<file path="src/rtl/adder_tree_pkg.sv">
// Shared definitions for the adder-tree operand loader: default widths and FSM state type.
package adder_tree_pkg;

  localparam int unsigned ADDER_WIDTH_DEFAULT = 21;
  localparam int unsigned NUM_LEAVES          = 8;

  typedef enum logic [0:0] {
    FILL = 1'b0,
    HOLD = 1'b1
  } state_e;

endpackage : adder_tree_pkg

</file>
<file path="src/rtl/adder_tree_slot_reg.sv">
// One operand slot: W-bit register with synchronous reset, clear and write-enable.
module adder_tree_slot_reg #(
  parameter int unsigned W = 21
) (
  input  logic         clk,
  input  logic         rst,
  input  logic         we_i,
  input  logic         clr_i,
  input  logic [W-1:0] d_i,
  output logic [W-1:0] q_o
);

  logic [W-1:0] data_q;
  logic [W-1:0] data_d;

  // Clear wins over write so zero-padding cannot be overridden.
  always_comb begin
    data_d = data_q;
    if (clr_i) begin
      data_d = '0;
    end else if (we_i) begin
      data_d = d_i;
    end
  end

  always_ff @(posedge clk) begin
    if (rst) begin
      data_q <= '0;
    end else begin
      data_q <= data_d;
    end
  end

  assign q_o = data_q;

endmodule : adder_tree_slot_reg

</file>
<file path="src/rtl/adder_tree_loader.sv">
// Collects operand words into 8-wide groups for the adder-tree input registers.
// Optional short-group zero padding is enabled by defining ADDER_LOADER_ZERO_PAD_EN.
module adder_tree_loader #(
  parameter int unsigned ADDER_WIDTH = adder_tree_pkg::ADDER_WIDTH_DEFAULT,
  parameter int unsigned NUM_LEAVES  = adder_tree_pkg::NUM_LEAVES
) (
  input  logic                            clk,
  input  logic                            rst,
  input  logic                            in_valid,
  input  logic [ADDER_WIDTH-1:0]          in_data,
  input  logic                            in_last,
  output logic                            in_ready,
  output logic                            out_valid,
  input  logic                            out_ready,
  output logic [NUM_LEAVES*ADDER_WIDTH-1:0] out_ops,
  output logic [3:0]                      out_count,
  output logic [7:0]                      group_id
);

  import adder_tree_pkg::*;

  localparam int unsigned IDX_W = 3;
  localparam int unsigned CNT_W = 4;
  localparam int unsigned GID_W = 8;
  localparam logic [IDX_W-1:0] LAST_IDX = IDX_W'(NUM_LEAVES - 1);

  state_e           state_q, state_d;
  logic [IDX_W-1:0] idx_q, idx_d;
  logic [CNT_W-1:0] count_q, count_d;
  logic [GID_W-1:0] gid_q, gid_d;

  logic                  accept_c;
  logic                  close_c;
  logic [NUM_LEAVES-1:0] we_c;
  logic [NUM_LEAVES-1:0] clr_c;

  assign accept_c = in_valid && (state_q == FILL);

`ifdef ADDER_LOADER_ZERO_PAD_EN
  assign close_c = accept_c && ((idx_q == LAST_IDX) || in_last);
`else
  logic unused_in_last;
  assign unused_in_last = in_last;
  assign close_c        = accept_c && (idx_q == LAST_IDX);
`endif

  always_ff @(posedge clk) begin
    if (rst) begin
      state_q <= FILL;
      idx_q   <= '0;
      count_q <= '0;
      gid_q   <= '0;
    end else begin
      state_q <= state_d;
      idx_q   <= idx_d;
      count_q <= count_d;
      gid_q   <= gid_d;
    end
  end

  // Next-state, slot write enables and pad clears.
  always_comb begin
    state_d = state_q;
    idx_d   = idx_q;
    count_d = count_q;
    gid_d   = gid_q;
    we_c    = '0;
    clr_c   = '0;
    unique case (state_q)
      FILL: begin
        if (accept_c) begin
          we_c[idx_q] = 1'b1;
          idx_d       = idx_q + IDX_W'(1);
          if (close_c) begin
            state_d = HOLD;
            idx_d   = '0;
            count_d = CNT_W'(idx_q) + CNT_W'(1);
`ifdef ADDER_LOADER_ZERO_PAD_EN
            for (int unsigned i = 0; i < NUM_LEAVES; i++) begin
              if (IDX_W'(i) > idx_q) begin
                clr_c[i] = 1'b1;
              end
            end
`endif
          end
        end
      end
      HOLD: begin
        if (out_ready) begin
          state_d = FILL;
          gid_d   = gid_q + GID_W'(1);
        end
      end
      default: state_d = FILL;
    endcase
  end

  for (genvar g = 0; g < NUM_LEAVES; g++) begin : g_slot
    adder_tree_slot_reg #(
      .W(ADDER_WIDTH)
    ) u_slot (
      .clk  (clk),
      .rst  (rst),
      .we_i (we_c[g]),
      .clr_i(clr_c[g]),
      .d_i  (in_data),
      .q_o  (out_ops[g*ADDER_WIDTH +: ADDER_WIDTH])
    );
  end

  assign in_ready  = (state_q == FILL);
  assign out_valid = (state_q == HOLD);
  assign out_count = count_q;
  assign group_id  = gid_q;

endmodule : adder_tree_loader

</file>
<file path="config.mk">
export PLATFORM = sky130hd
export DESIGN_NAME = adder_tree_loader
export DESIGN_NICKNAME = d
export VERILOG_FILES = /design/src/rtl/adder_tree_pkg.sv /design/src/rtl/adder_tree_slot_reg.sv /design/src/rtl/adder_tree_loader.sv
export SDC_FILE = /design/constraint.sdc
export NUM_CORES = 1
export LEC_CHECK = 0
export BUFFER_PORTS_ARGS = -buffer_cell sky130_fd_sc_hd__buf_2
export CORE_MARGIN = 2
export CORE_UTILIZATION = 50
export CTS_CLUSTER_SIZE = 30
export DETAILED_ROUTE_END_ITERATION = 16
export PLACE_DENSITY = 0.8
export SKIP_LAST_GASP = 1
export SLEW_MARGIN = 20
export SYNTH_ARGS = -nofsm -noshare
export SYNTH_HDL_FRONTEND = slang
export SYNTH_SLANG_ARGS = --single-unit
</file>
<file path="constraint.sdc">
create_clock -name clk -period 1.7 [get_ports clk]
set_input_delay 0.17 -clock clk [delete_from_list [all_inputs] [get_ports clk]]
set_output_delay 0.17 -clock clk [all_outputs]
set_load 0.02 [all_outputs]
</file>
==> reports/results.ini <==
[run_status]
run_status=finished clean

[floorplanning]
row_count=43
die_w_microns=124
io_pins=208
start_util_pct=51.4
die_height_microns=124
dieArea_sq_um=15300
coreArea_sq_um=13900

[logic_synthesis]
synth_area_leaders=dfxtp_1 51%, a21oi_1 13%, nand3_1 12%, o21ai_0 7.3%, o21ai_1 4.8%
ys_seq_area_share_pct=51.4
synth_seq_cells=184
yosysUniqueCellTypes=31
yosys_warnings=0
yosysTopAreaCell=dfxtp_1
synth_top_area_share_pct=51.4
syn_nets=905
syn_avg_cell_area_sq_um=8.17
synth_area_sq_um=7160
synth_cells=876

[sta]
finalSetupViolCount=0
timing.fmax_mhz=628
hold_viol=0
skew_ns=0.0108
rsz0062_at_grt=false
fin_crit_sh_pct=93.7
relSlewSlack_pct=68.1
final.min_clock_period_ns=1.59
slew_violations=0
fin_tns_setup_ns=0
max_slew.worst_pin.slew_ns=0.477

[clocking]
cts_tree=done
clk_pin_slew_ns=0.07
clockBufferDepth=2
cts_setup_buffers=0
htree_levels=4
clock-sinks=184
worstSkewPairLatency_ns=0.43
cts_inserted_buffers=17
cts_root_buf=clkbuf_16

[placed_design]
place_hpwl_mm=13.9
port_buffers=206
gp_congestion=0.768

[hold_path]
hp-start=out_ready
hold_class=in2reg

[detailed_routing]
drc=0
firstDrtPassIters=5
via_count=7209
first_iter_violations=1066
finalWirelength_mm=23.2
wire_per_inst_microns=19.4
ant_nets=0
viasPerCell=6.01

[cells_and_area]
fill_cells=1227
fin_util_pct=63.3
antenna_cells=0
num-nets-final=1035
drive_above_1_share_pct=26.1
area_delta_synth_final_pct=23.2

[grt]
grt_pass1_vias=6130
grt_pass1_wl_mm=34.0
grt_max_degree=85
overflow=0
antenna_found_initial=0
grt.total_usage_pct=29.5

[critical_path]
critPathCaptureType=flop
cp.required_ns=2.00
critPathKind=reg2reg
cp.arrival_ns=1.89
rr_startpoint=idx_q[2]
crit_fanout=29
crit_start=idx_q[2]
cp-start-kind=flop

[flow_run]
maxCapViolCount=0

[power_and_ir_drop]
p_leak_nw=3.52
p_per_area_nw_per_um2=1050
vdd.ir_drop.worst_mv=0.677

==> cell usage in the layout, fill, tap and decap left out, types with 3 or more instances in the layout <==
| master | netlist | layout |
|---|---|---|
| buf_2 | 23 | 205 |
| dfxtp_1 | 184 | 183 |
| a21oi_1 | 180 | 180 |
| nand3_1 | 173 | 173 |
| o21ai_0 | 104 | 104 |
| o21ai_1 | 68 | 68 |
| clkbuf_16 | 0 | 17 |
| buf_12 | 0 | 12 |
| buf_4 | 6 | 11 |
| nand2_1 | 8 | 8 |
| nor2_1 | 6 | 5 |
| nand3b_1 | 4 | 4 |
| nand2b_1 | 4 | 4 |
| or3_1 | 4 | 4 |
| inv_1 | 3 | 3 |
| ha_1 | 3 | 3 |
| clkbuf_1 | 82 | 3 |
| clkinvlp_4 | 0 | 3 |
==> Yosys cell counts (all sizes together) <==
cell type	instances
nor2	6
nand2	8
or3b	1
inv	3
and2	1
or3	4
mux2i	1
o31ai	1
or2	1
nand3b	4
a311oi	1
xnor2	1
or4	1
nor3b	1
o21ai	172
ha	3
nor2b	3
nand4	2
clkbuf	84
nand3	173
xor2	1
a21oi	180
buf	34
nand2b	4
and3b	1
dfxtp	184
a32oi	1
==> kinds of logic (layout without fill, tap and decap cells) <==
kind of cell / count (synthesis) / in the layout / share of synthesized area (%)
XOR/XNOR: 2 / 2 / 0.245
flip-flops: 184 / 184 / 51.4
multiplexers: 1 / 1 / 0.140
buffers and inverters: 121 / 264 / 7.62
adder cells (fa/ha/maj): 3 / 3 / 0.524
AO/OA/AOI/OAI: 355 / 355 / 25.0
AND/OR/NAND/NOR: 210 / 210 / 15.1
==> power breakdown <==
part / internal, mW / switching (mW)
logic: 0.229 / 0.656
clock network: 2.25 / 1.66
registers: 4.39 / 0.0456
total: 6.87 / 2.36
==> layout make-up <==
cell class                      instances  area [sq um]  share of cell area [%]
Sequential cell                       184          3680                    41.8
Multi-Input combinational cell        571          2950                    33.5
Timing Repair Buffer                  229          1360                    15.4
Clock buffer                           22           464                    5.26
Tap cell                              180           225                    2.55
Clock inverter                         10           119                    1.35
Inverter                                3          11.3                   0.128
==> registers in the layout, summed over array words and instances (netlist names) <==
register	count
idx_q	3
g_slot.u_slot.q_o	168
out_count	4
group_id	8
out_valid	1
==> metal layers <==
metal	vias up	GRT usage [%]	wire length (microns)
li1	3363	-	-
met1	3422	40.1	9690
met2	380	44.3	10800
met3	44	7.14	2070
met4	0	13.3	626
met5	-	0	0
==> path summary, 6_finish.rpt <==
path                        endpoint  slack [ns]  cells past startpoint
max          g_slot[1].u_slot.q_o[9]        0.11                      4
min                      group_id[1]        0.04                      3
max reg2reg  g_slot[1].u_slot.q_o[9]        0.11                      4
min reg2reg             out_count[2]        0.46                      2
==> critical path, cell delays in order (launching register included) <==
cell and delay (ns):
dfxtp_1 0.44, or2_2 0.50, buf_12 0.22, o21ai_0 0.19
a21oi_1 0.11
==> timing repair <==
| action | CTS | global route |
|---|---|---|
| hold buffers | 0 | 0 |
| endpoints found under the setup margin | 0 | 1 |
| gates resized for setup | 0 | 1 |
==> per-stage QoR <==
step                      power [mW]  setup slack, ns  area, sq um  instances  hold WS, ns
after CTS                       9.26           0.0995         8820       1199       0.0292
after floorplan                 5.08            0.277         7160        876        0.330
after global routing            9.52          0.00347         8820       1199       0.0585
after detailed placement        5.39            0.124         8230       1167        0.451
after global placement          5.39            0.188         8230       1167        0.441
final                           9.23            0.108         8820       1199       0.0426
Note: power is estimated with default switching activity, not from simulation.
